[src/rtl/alu_arbiter.sv]
// Round-robin arbiter sharing one ALU between two valid/ready requesters, with a held result.
// Optional response timeout is enabled by defining ALU_ARB_RSP_TIMEOUT_EN.
module alu_arbiter #(
  parameter int unsigned DATA_WIDTH = 32,
  parameter int unsigned CTRL_WIDTH = 3
`ifdef ALU_ARB_RSP_TIMEOUT_EN
  ,
  parameter int unsigned TIMEOUT_CYCLES = 16
`endif
) (
  input  logic                  clk,
  input  logic                  rst,
  input  logic                  req0_valid,
  output logic                  req0_ready,
  input  logic [CTRL_WIDTH-1:0] req0_ctrl,
  input  logic [DATA_WIDTH-1:0] req0_a,
  input  logic [DATA_WIDTH-1:0] req0_b,
  output logic                  rsp0_valid,
  input  logic                  rsp0_ready,
  output logic [DATA_WIDTH-1:0] rsp0_data,
  input  logic                  req1_valid,
  output logic                  req1_ready,
  input  logic [CTRL_WIDTH-1:0] req1_ctrl,
  input  logic [DATA_WIDTH-1:0] req1_a,
  input  logic [DATA_WIDTH-1:0] req1_b,
  output logic                  rsp1_valid,
  input  logic                  rsp1_ready,
  output logic [DATA_WIDTH-1:0] rsp1_data,
  output logic [CTRL_WIDTH-1:0] alu_ctrl,
  output logic [DATA_WIDTH-1:0] alu_a,
  output logic [DATA_WIDTH-1:0] alu_b,
  input  logic [DATA_WIDTH-1:0] alu_result,
  output logic                  busy
`ifdef ALU_ARB_RSP_TIMEOUT_EN
  ,
  output logic                  rsp_timeout
`endif
);

  localparam logic [CTRL_WIDTH-1:0] CtrlAdd = CTRL_WIDTH'(3'b010);

  typedef enum logic [1:0] {StIdle, StExec, StResp} state_e;

  state_e                state_q, state_d;
  logic                  ptr_q;
  logic                  owner_q;
  logic [CTRL_WIDTH-1:0] alu_ctrl_q;
  logic [DATA_WIDTH-1:0] alu_a_q, alu_b_q;
  logic                  rsp0_valid_q, rsp1_valid_q;
  logic [DATA_WIDTH-1:0] rsp0_data_q, rsp1_data_q;

  logic gnt0, gnt1;
  logic hs0, hs1, hs_any;
  logic owner_ack;
  logic timeout_fire;
  logic rsp_done;

  // ptr_q == 0 favours port 0 when both request.
  assign gnt0      = req0_valid & (~req1_valid | ~ptr_q);
  assign gnt1      = req1_valid & (~req0_valid | ptr_q);
  assign hs0       = req0_valid & req0_ready;
  assign hs1       = req1_valid & req1_ready;
  assign hs_any    = hs0 | hs1;
  assign owner_ack = owner_q ? rsp1_ready : rsp0_ready;

`ifdef ALU_ARB_RSP_TIMEOUT_EN
  localparam int unsigned     CntW    = $clog2(TIMEOUT_CYCLES + 1);
  localparam logic [CntW-1:0] CntLast = CntW'(TIMEOUT_CYCLES - 1);

  logic [CntW-1:0] cnt_q;
  logic            timeout_q;

  // A ready on the final RESP cycle takes priority over the timeout.
  assign timeout_fire = (state_q == StResp) & ~owner_ack & (cnt_q == CntLast);
  assign rsp_timeout  = timeout_q;

  always_ff @(posedge clk) begin
    if (rst) begin
      cnt_q     <= '0;
      timeout_q <= 1'b0;
    end else begin
      timeout_q <= timeout_fire;
      if (state_q == StResp) begin
        cnt_q <= cnt_q + CntW'(1);
      end else begin
        cnt_q <= '0;
      end
    end
  end
`else
  assign timeout_fire = 1'b0;
`endif

  assign rsp_done = (state_q == StResp) & (owner_ack | timeout_fire);

  // State register.
  always_ff @(posedge clk) begin
    if (rst) begin
      state_q <= StIdle;
    end else begin
      state_q <= state_d;
    end
  end

  // Next-state logic.
  always_comb begin
    state_d = state_q;
    unique case (state_q)
      StIdle:  if (hs_any) state_d = StExec;
      StExec:  state_d = StResp;
      StResp:  if (rsp_done) state_d = StIdle;
      default: state_d = StIdle;
    endcase
  end

  // Outputs: grants are only offered in IDLE and never while reset is asserted.
  always_comb begin
    req0_ready = 1'b0;
    req1_ready = 1'b0;
    busy       = (state_q != StIdle);
    if ((state_q == StIdle) && !rst) begin
      req0_ready = gnt0;
      req1_ready = gnt1;
    end
  end

  // Operand capture, ownership, pointer and result registers.
  always_ff @(posedge clk) begin
    if (rst) begin
      ptr_q        <= 1'b0;
      owner_q      <= 1'b0;
      alu_ctrl_q   <= CtrlAdd;
      alu_a_q      <= '0;
      alu_b_q      <= '0;
      rsp0_valid_q <= 1'b0;
      rsp1_valid_q <= 1'b0;
      rsp0_data_q  <= '0;
      rsp1_data_q  <= '0;
    end else begin
      if (hs_any) begin
        alu_ctrl_q <= hs1 ? req1_ctrl : req0_ctrl;
        alu_a_q    <= hs1 ? req1_a : req0_a;
        alu_b_q    <= hs1 ? req1_b : req0_b;
        owner_q    <= hs1;
        ptr_q      <= hs0;
      end
      if (state_q == StExec) begin
        if (owner_q) begin
          rsp1_data_q  <= alu_result;
          rsp1_valid_q <= 1'b1;
        end else begin
          rsp0_data_q  <= alu_result;
          rsp0_valid_q <= 1'b1;
        end
      end
      if (rsp_done) begin
        rsp0_valid_q <= 1'b0;
        rsp1_valid_q <= 1'b0;
      end
    end
  end

  assign alu_ctrl   = alu_ctrl_q;
  assign alu_a      = alu_a_q;
  assign alu_b      = alu_b_q;
  assign rsp0_valid = rsp0_valid_q;
  assign rsp1_valid = rsp1_valid_q;
  assign rsp0_data  = rsp0_data_q;
  assign rsp1_data  = rsp1_data_q;

endmodule

[config.mk]
export PLATFORM = sky130hd
export DESIGN_NAME = alu_arbiter
export DESIGN_NICKNAME = d
export VERILOG_FILES = /design/src/rtl/alu_arbiter.sv
export SDC_FILE = /design/constraint.sdc
export NUM_CORES = 1
export LEC_CHECK = 0
export CORE_ASPECT_RATIO = 1.5
export CORE_UTILIZATION = 37
export CTS_CLUSTER_SIZE = 40
export DETAILED_ROUTE_END_ITERATION = 12
export HOLD_SLACK_MARGIN = 0.1
export PLACE_DENSITY = 0.77
export SKIP_LAST_GASP = 1
export SLEW_MARGIN = 20
export SYNTH_ARGS = -nofsm -noshare
export SYNTH_HDL_FRONTEND = slang
export SYNTH_SLANG_ARGS = --single-unit
[constraint.sdc]
create_clock -name clk -period 1.85 [get_ports clk]
set_input_delay 0.555 -clock clk [delete_from_list [all_inputs] [get_ports clk]]
set_output_delay 0.555 -clock clk [all_outputs]
set_load 0.03 [all_outputs]
## Word-level counts from Yosys, hierarchy flattened

Cells that the tools add are included.

| storage, ports and cells | value |
|---|---|
| input bits | 172 |
| bits in latches | 0 |
| output and inout port bits | 136 |
| logic and storage cells | 43 |
| register bits after elaboration | 137 |
| RAM bits | 0 |
| memories kept | 0 |
| bits in read-only memories | 0 |

| operators by class | value |
|---|---|
| magnitude comparators | 0 |
| equality and inequality tests | 4 |
| $mul | 0 |
| reduce and logical (&&, ||, !) cells | 8 |
| add/sub/neg operators | 0 |
| muxes and demuxes | 9 |
| bitwise gates (word level) | 12 |
| divide/modulo/power cells | 0 |
| shift-type cells | 0 |

Operators with widths:

| operator | count |
|---|---|
| 2-to-1 mux 32 bit | 2 |
| one-hot mux 2 bit (3 select lines) | 1 |
| AND reduction 2 bit | 3 |
| AND 1 bit | 5 |
| 2-to-1 mux 2 bit | 2 |
| inequality test 2 bit (second input constant) | 2 |
| inverter 1 bit | 4 |
| 2-to-1 mux 1 bit | 3 |
| 2-to-1 mux 3 bit | 1 |
| bitwise OR 1 bit | 3 |
| equality test 2 x 1 -> 1 bit (second input constant) | 1 |
| equality test 2 bit (second input constant) | 1 |
| logical NOT 2 bit | 1 |
| nonzero test 2 bit | 1 |
| OR reduction 2 bit | 1 |
| logical AND 1 bit | 1 |
| logical NOT 1 bit | 1 |

## Depth between registers and ports, before layout

Gate-level depths: netlist (run 1).

| depth | value |
|---|---|
| depth after elaboration | 8 |
| depth in mapped cells | 8 |
| gate-level depth less buffers | 3 |

## Worst setup path before layout (run 1)

OpenSTA, ideal clock, no wires.

| timing | value |
|---|---|
| path kind | input to output |
| start | in rst |
| end | out req0_ready |
| setup slack | -0.244 ns |
| data arrival time | 1.539 ns |
| cell stages on the path | 5 |
| required time | 1.295 ns |
| buffers on the path | 3 |
| cell sequence | clkbuf_1 nor3_1 buf_2 buf_4 and3_1 |

| between the ends | value |
|---|---|
| cells in the longest elaborated chain, start to end | 3 |

RTL lines:

| what | RTL line | text |
|---|---|---|
| start, declared | 12 | `input logic rst,` |
| logical NOT 1 bit | 121 | `if ((state_q == StIdle) && !rst) begin` |
| logical AND 1 bit | 121 |  |
| 2-to-1 mux 1 bit | 121 |  |
| end, declared | 14 | `output logic req0_ready,` |

No other way between the ends.

## Worst setup path in the final report (run 1)

| timing | value |
|---|---|
| start | reg state_q[0] |
| end | out req0_ready |

| between the ends | value |
|---|---|
| cells in the longest elaborated chain, start to end | 3 |

RTL lines:

| what | RTL line | text |
|---|---|---|
| start, declared | 44 | `state_e state_q, state_d;` |
| start signal, assigned | 99 | `state_q <= StIdle;` |
| start signal, assigned | 101 | `state_q <= state_d;` |
| logical NOT 2 bit | 121 |  |
| logical AND 1 bit | 121 |  |
| 2-to-1 mux 1 bit | 121 |  |

No other way between the ends.

==> results of run 1 <==
cells by family after synthesis:
kind of cell    after synthesis  synth area share (%)
compound gates              271                 32.15
buf+inv                     104                 7.772
flops                       137                 43.80
mux                           1                0.1598
simple gates                213                 16.12
layer usage:
metal | vias to the layer above | share of wire [%]
met3 | 38 | 6.4
met1 | 3167 | 38
met4 | 0 | 3.2
li1 | 3275 | -
met2 | 282 | 52
met5 | - | 0
placed cells by master (no fill, tap or decap), types with 2 or more instances in the layout:
cell type	count
a21oi_1	132
buf_4	34
nand2_1	130
o31ai_4	19
a311oi_2	20
o21a_1	2
inv_8	4
nor2b_1	2
dlygate4sd2_1	133
a311oi_1	46
buf_6	4
clkdlybuf4s50_1	168
clkbuf_16	17
o31ai_1	46
buf_12	12
clkinv_4	2
inv_6	5
clkinv_8	2
inv_1	2
or2_2	2
dfxtp_1	134
dfxtp_4	2
o31ai_2	2
nand4_1	67
cells in the mapped netlist (2+ instances only):
cell type,count
nor2b_1,3
inv_1,4
a311oi_1,46
a311oi_2,20
clkbuf_2,3
a21oi_1,132
dfxtp_1,137
buf_2,20
clkbuf_1,67
o31ai_2,20
buf_6,8
o31ai_1,47
o21a_1,2
nand4_1,67
nand2_1,130
buf_4,2
power by group:
part	switching, mW	internal [mW]
logic	1.42	0.989
registers	0.127	3.18
clock network	1.50	1.94
total	3.04	6.10
cell type report:
type	count	area [sq um]	area share, %
inverter	4	18.77	0.1827
sequential	137	2751	26.79
timing repair buffer	352	3392	33.02
antenna	1	2.502	0.02436
clock inverter	15	176.4	1.718
tap	206	257.7	2.509
clock buffer	17	425.4	4.142
multi-input combinational	485	3247	31.61
repair_timing:
| action | CTS | global route |
|---|---|---|
| endpoints found under the hold margin | 0 | 0 |
| setup endpoints to repair | 135 | 4 |
| pin swaps | 2 | 3 |
| buffers inserted | 4 | 2 |
| gates resized for setup | 140 | 2 |
| cloned | 0 | 0 |
worst register-to-register path, stage by stage (launching register included):
cell and delay, ns:
dfxtp_4 0.35, buf_4 0.16, or3_4 0.48, buf_4 0.20, o31ai_1 0.32, a311oi_1 0.15
final timing paths:
kind | to | slack (ns)
worst min register to register | rsp0_data[11]$_SDFFE_PP0P_ | 0.45
worst min-delay path | rsp0_data[11]$_SDFFE_PP0P_ | 0.45
worst max register to register | alu_b[30]$_SDFFE_PP0P_ | 0.05
worst max-delay path | req0_ready | -0.05
flip-flops by register name, summed over array words and instances, names as in the netlist:
signal      cells
state_q         2
alu_b          32
rsp1_valid      1
owner_q         1
alu_a          32
rsp0_data      32
ptr_q           1
alu_ctrl        3
rsp1_data      32
rsp0_valid      1
metrics by stage:
step	setup TNS, ns	total power [mW]	worst slack (ns)	hold slack (ns)
2_1_floorplan	-0.2720	4.761	-0.07916	0.4901
3_3_place_gp	-17.17	5.884	-0.2935	0.4410
3_5_place_dp	-21.48	5.905	-0.3847	0.4459
4_1_cts	-0.2422	9.229	-0.1062	0.4523
5_1_grt	-0.3045	9.526	-0.1166	0.4636
6_report	-0.1244	9.142	-0.05483	0.4511
==> qor.csv, run 1 <==
stage,metric,value,unit
run_status,status,"finished, violations left",
run_status,violations,setup timing,
die,die_h,161.3,um
die,io_pins,308,
global_route,busiest_layer,met2,
route,drt.antenna.violating_nets,0,
route,drtIter0Drc,453,
min_path,min_from,rsp0_data[11]$_SDFFE_PP0P_,
layout,final_util,62.62,%
route,dr.pass1.iters,5,
setup_path,required,1.29,ns
yosys,yosys.area.top_type_share,43.80,%
sta,period_needed,1.905,ns
layout,final.fill_count,1489,
yosys,ys_warn_count,0,
layout,area_growth,64.02,%
min_path,hold_depth,2,
sta,final_max_slew_viol_count,0,
global_route,use_met1,28.46,%
sta,setup_viol,3,
clock_network,cts_hold_buf,0,
global_route,grt_pass1_wl,34580,um
yosys,synth_cells,726,
setup_path,crit_chain,"nor3_4, and3_4, buf_6",
global_route,grt_antenna_before_repair,1,
setup_path,path_max_fanout,4,
global_route,grt_remaining_overflow,0,
yosys,synth_area_leaders,"dfxtp_1 (44%), a21oi_1 (11%), nand2_1 (7.8%)",
sta,fin_crit_sh,103.0,%
yosys,synth_cell_types,34,
yosys,synth_nets,898,
die,dieArea,0.01746,sq mm
yosys,synth_edf_count,0,
setup_path,cp.depth,3,
route,vias,6762,
sta,worstMarginPinSlew,0.7378,ns
place,place_congestion,0.8075,
clock_network,h-tree-depth,4,
layout,nNetsFinal,1169,
sta,rsz0062_at_grt,true,
clock_network,cts_max_path_buffers,2,
clock_network,numCtsBuffers,17,
setup_path,startpoint_type,flop,
route,via_per_inst,5.556,
route,wl,22630,um
die,fp-row-count,57,
setup_path,crit_buf_inv,1,
pwr,power_density,890.0,mW/mm^2
place,portBuffers,307,
sta,finalHoldViolations,0,
pwr,vdd_drop_max,0.5355,mV
sta,max_freq,0.5250,GHz
die,core-area,0.01640,sq mm
pwr,leakagePower,3.990,nW
clock_network,root_buffer,clkbuf_16,
setup_path,crit_type,flop to output port,
place,place_inst,1178,
setup_path,crit_slowest_cell,dfxtp_4,
setup_path,rr_worst_depth,5,
place,place_area,0.009764,sq mm
global_route,first_global_vias,6502,
layout,drive_above_1_share,13.96,%
yosys,async_flop_share,0,%
clock_network,cts_sinks,137,
route,wl_per_cell,18.59,um
yosys,synth.ff_latch_count,137,
setup_path,r2r_start,state_q[0]$_SDFFE_PP0P_,
setup_path,cp_slowest_stage_delay,0.35,ns
setup_path,critPathCaptureType,output port,
yosys,synth.avg_cell_area,8.626,sq um
sta,fin_skew,0.01093,ns
place,dp_hpwl,15820,um
die,initial_core_util,38.18,%
setup_path,crit_family,simple AND/OR/NAND/NOR gates,
die,dieWidth,108.2,um
global_route,gr-usage-met2,44.82,%
clock_network,cts_tree,built,
global_route,use_met3,5.287,%
yosys,synth_flop_cell,dfxtp_1,
clock_network,path_clk_slew,0.06,ns
clock_network,clk_latency,0.41,ns
global_route,grt_util_all_layers,25.24,%
setup_path,cp_data_arrival_time,1.35,ns
layout,final_area,0.01027,sq mm
global_route,grt_max_degree,71,
yosys,synth_seq_area_share,43.80,%
layout,fin_cells,1217,
setup_path,cp-startpoint,state_q[0]$_SDFFE_PP0P_,
min_path,hp-class,flop to flop,
sta,final.setup.worst_slack,-0.05483,ns
sta,relSlewSlack,50.81,%
flow_run,maxCapViolCount,0,
route,drc,0,
yosys,yosysTopAreaCell,dfxtp_1,
yosys,mappedNetlistArea,0.006262,sq mm
(Power assumes the default switching activity.)
==> inputs of run 2 (changes only) <==
--- a/config.mk
+++ b/config.mk
@@ -5,7 +5,6 @@
 export SDC_FILE = /design/constraint.sdc
 export NUM_CORES = 1
 export LEC_CHECK = 0
-export CORE_ASPECT_RATIO = 1.5
 export CORE_UTILIZATION = 37
 export CTS_CLUSTER_SIZE = 40
 export DETAILED_ROUTE_END_ITERATION = 12
==> constraint.sdc (replaced) <==
create_clock -name clk -period 1.85 [get_ports clk]
set_input_delay 0.555 -clock clk [delete_from_list [all_inputs] [get_ports clk]]
set_output_delay 0.555 -clock clk [all_outputs]
set_load 0.05 [all_outputs]
==> qor.csv, run 2 (synthesized netlist as in run 1, its figures left out) <==
stage,metric,value,unit,change
run_status,status,"finished, violations left",,
run_status,violations,setup timing,,
sta,final.setup.worst_slack,-0.1214,ns,-0.06661 ns
place,place_congestion,0.8442,,+4.5%
sta,fin_skew,0.008309,ns,-0.002618 ns
clock_network,cts_tree,built,,
route,drc,0,,unchanged
sta,relSlewSlack,32.91,%,-18 points
clock_network,path_clk_slew,0.06,ns,about the same
clock_network,root_buffer,clkbuf_16,,
clock_network,cts_max_path_buffers,2,,unchanged
clock_network,clk_latency,0.41,ns,about the same
die,initial_core_util,37.90,%,-0.28 points
flow_run,maxCapViolCount,0,,unchanged
layout,num_antenna_cells,0,,-1
die,dieArea,0.01745,sq mm,about the same
sta,setup_viol,2,,-1
sta,final_max_slew_viol_count,0,,unchanged
place,dp_slack,-0.3403,ns,+0.04439 ns
die,fp-row-count,47,,-18%
sta,fin_setup_tns,-0.2099,ns,-0.08550 ns
sta,rsz0062_at_grt,true,,
global_route,first_global_vias,6728,,+3.5%
global_route,grt_remaining_overflow,0,,unchanged
setup_path,critPathCaptureType,output port,,
clock_network,cts_hold_buf,0,,unchanged
pwr,power_density,927.8,mW/mm^2,+4.2%
sta,period_needed,1.971,ns,+0.06661 ns
route,drtIter0Drc,308,,-32%
sta,max_freq,0.5072,GHz,-3.4%
layout,final_common_cell,clkdlybuf4s50_1,,
route,via_per_inst,5.607,,+0.91%
setup_path,required,1.29,ns,about the same
route,vias,6936,,+2.6%
sta,worstMarginPinSlew,1.006,ns,+0.2685 ns
place,dp_hpwl,15240,um,-3.7%
setup_path,startpoint_type,flop,,
layout,final.fill_count,1397,,-6.2%
global_route,grt_util_all_layers,25.21,%,-0.033 points
pwr,vdd_drop_max,0.5948,mV,+11%
route,drt.antenna.violating_nets,0,,unchanged
layout,final_cell_mix,"clkdlybuf4s50_1 (168), buf_4 (164), dfxtp_1 (135)",,
clock_network,numCtsBuffers,17,,unchanged
place,portBuffers,307,,unchanged
global_route,grt_max_degree,95,,+34%
setup_path,path_max_fanout,4,,unchanged
sta,finalHoldViolations,0,,unchanged
layout,drive_above_1_share,27.53,%,+14 points
die,die_h,132.1,um,-18%
setup_path,crit_type,flop to output port,,
clock_network,h-tree-depth,4,,unchanged
sta,fin_crit_sh,106.6,%,+3.6 points
route,wl,23080,um,+2.0%
global_route,grt_pass1_wl,34950,um,+1.1%
die,core-area,0.01652,sq mm,+0.74%
pwr,fin_total_pwr,9.586,mW,+4.9%
setup_path,cp_data_arrival_time,1.42,ns,+0.07 ns
layout,nNetsFinal,1176,,+0.60%
layout,area_growth,64.99,%,
die,dieWidth,132.1,um,+22%
route,wl_per_cell,18.66,um,+0.35%
min_path,hp-class,flop to flop,,
route,dr.pass1.iters,4,,-1
clock_network,cts_sinks,137,,unchanged
pwr,leakagePower,3.760,nW,-5.8%
global_route,grt_antenna_before_repair,0,,-1
die,io_pins,308,,unchanged
layout,final_util,62.53,%,-0.089 points
run 2: cell types whose count changed in the layout (fill, tap and decap cells not counted), sizes merged:
cell         change
dlygate4sd2    -132
clkinvlp         +3
clkinv           -2
clkbuf           +4
diode            -1
buf            +135
inv              -1
run 2: cell type report:
class                   count  area, sq um  share of cell area [%]
clock buffers              17        425.4                   4.117
repair buffers            359         3446                   33.35
clock inverters            15        153.9                   1.489
inverters                   4        20.02                  0.1938
well taps                 220        275.3                   2.664
flip-flops and latches    137         2748                   26.59
multi-input cells         485         3264                   31.59
run 2: worst paths after layout:
path,from,end,slack (ns),depth (start not counted)
min,rsp0_data[25]$_SDFFE_PP0P_,rsp0_data[25]$_SDFFE_PP0P_,0.45,2
max,state_q[0]$_SDFFE_PP0P_,req0_ready,-0.12,3
max reg2reg,state_q[0]$_SDFFE_PP0P_,alu_a[5]$_SDFFE_PP0P_,0.13,5
min reg2reg,rsp0_data[25]$_SDFFE_PP0P_,rsp0_data[25]$_SDFFE_PP0P_,0.45,2
run 2: report_power, final:
group | total [mW] | internal (mW) | switching, mW
clock | 3.34 | 1.90 | 1.44
combinational | 2.93 | 1.15 | 1.79
sequential | 3.31 | 3.18 | 0.135
total | 9.59 | 6.23 | 3.36
run 2: worst max-delay path, stage by stage (launching register included):
cell and delay, ns:
dfxtp_2 0.33, nor3_4 0.27, and3_4 0.26, buf_12 0.14
run 2: stage by stage:
| stage | std cells | hold slack [ns] | cell area [sq um] |
|---|---|---|---|
| 2_1_floorplan | 726 | 0.4901 | 6496 |
| 6_report | 1237 | 0.4538 | 10330 |
| 4_1_cts | 1235 | 0.4569 | 10230 |
| 3_5_place_dp | 1199 | 0.4482 | 9613 |
| 5_1_grt | 1237 | 0.4771 | 10330 |
| 3_3_place_gp | 1199 | 0.4420 | 9613 |
run 2: layer usage:
| metal | global-route usage [%] | routed length (um) |
|---|---|---|
| met5 | 0 | 0 |
| met4 | 10.08 | 627 |
| met3 | 7.228 | 1928 |
| met2 | 42.53 | 11270 |
| met1 | 30.08 | 9259 |
run 2: what timing repair did:
item / 4_1_cts / 5_1_grt
gates cloned: 0 / 4
resized for setup: 6 / 3
pin swaps: 2 / 3
setup buffers: 5 / 0
endpoints found under the setup margin: 3 / 32
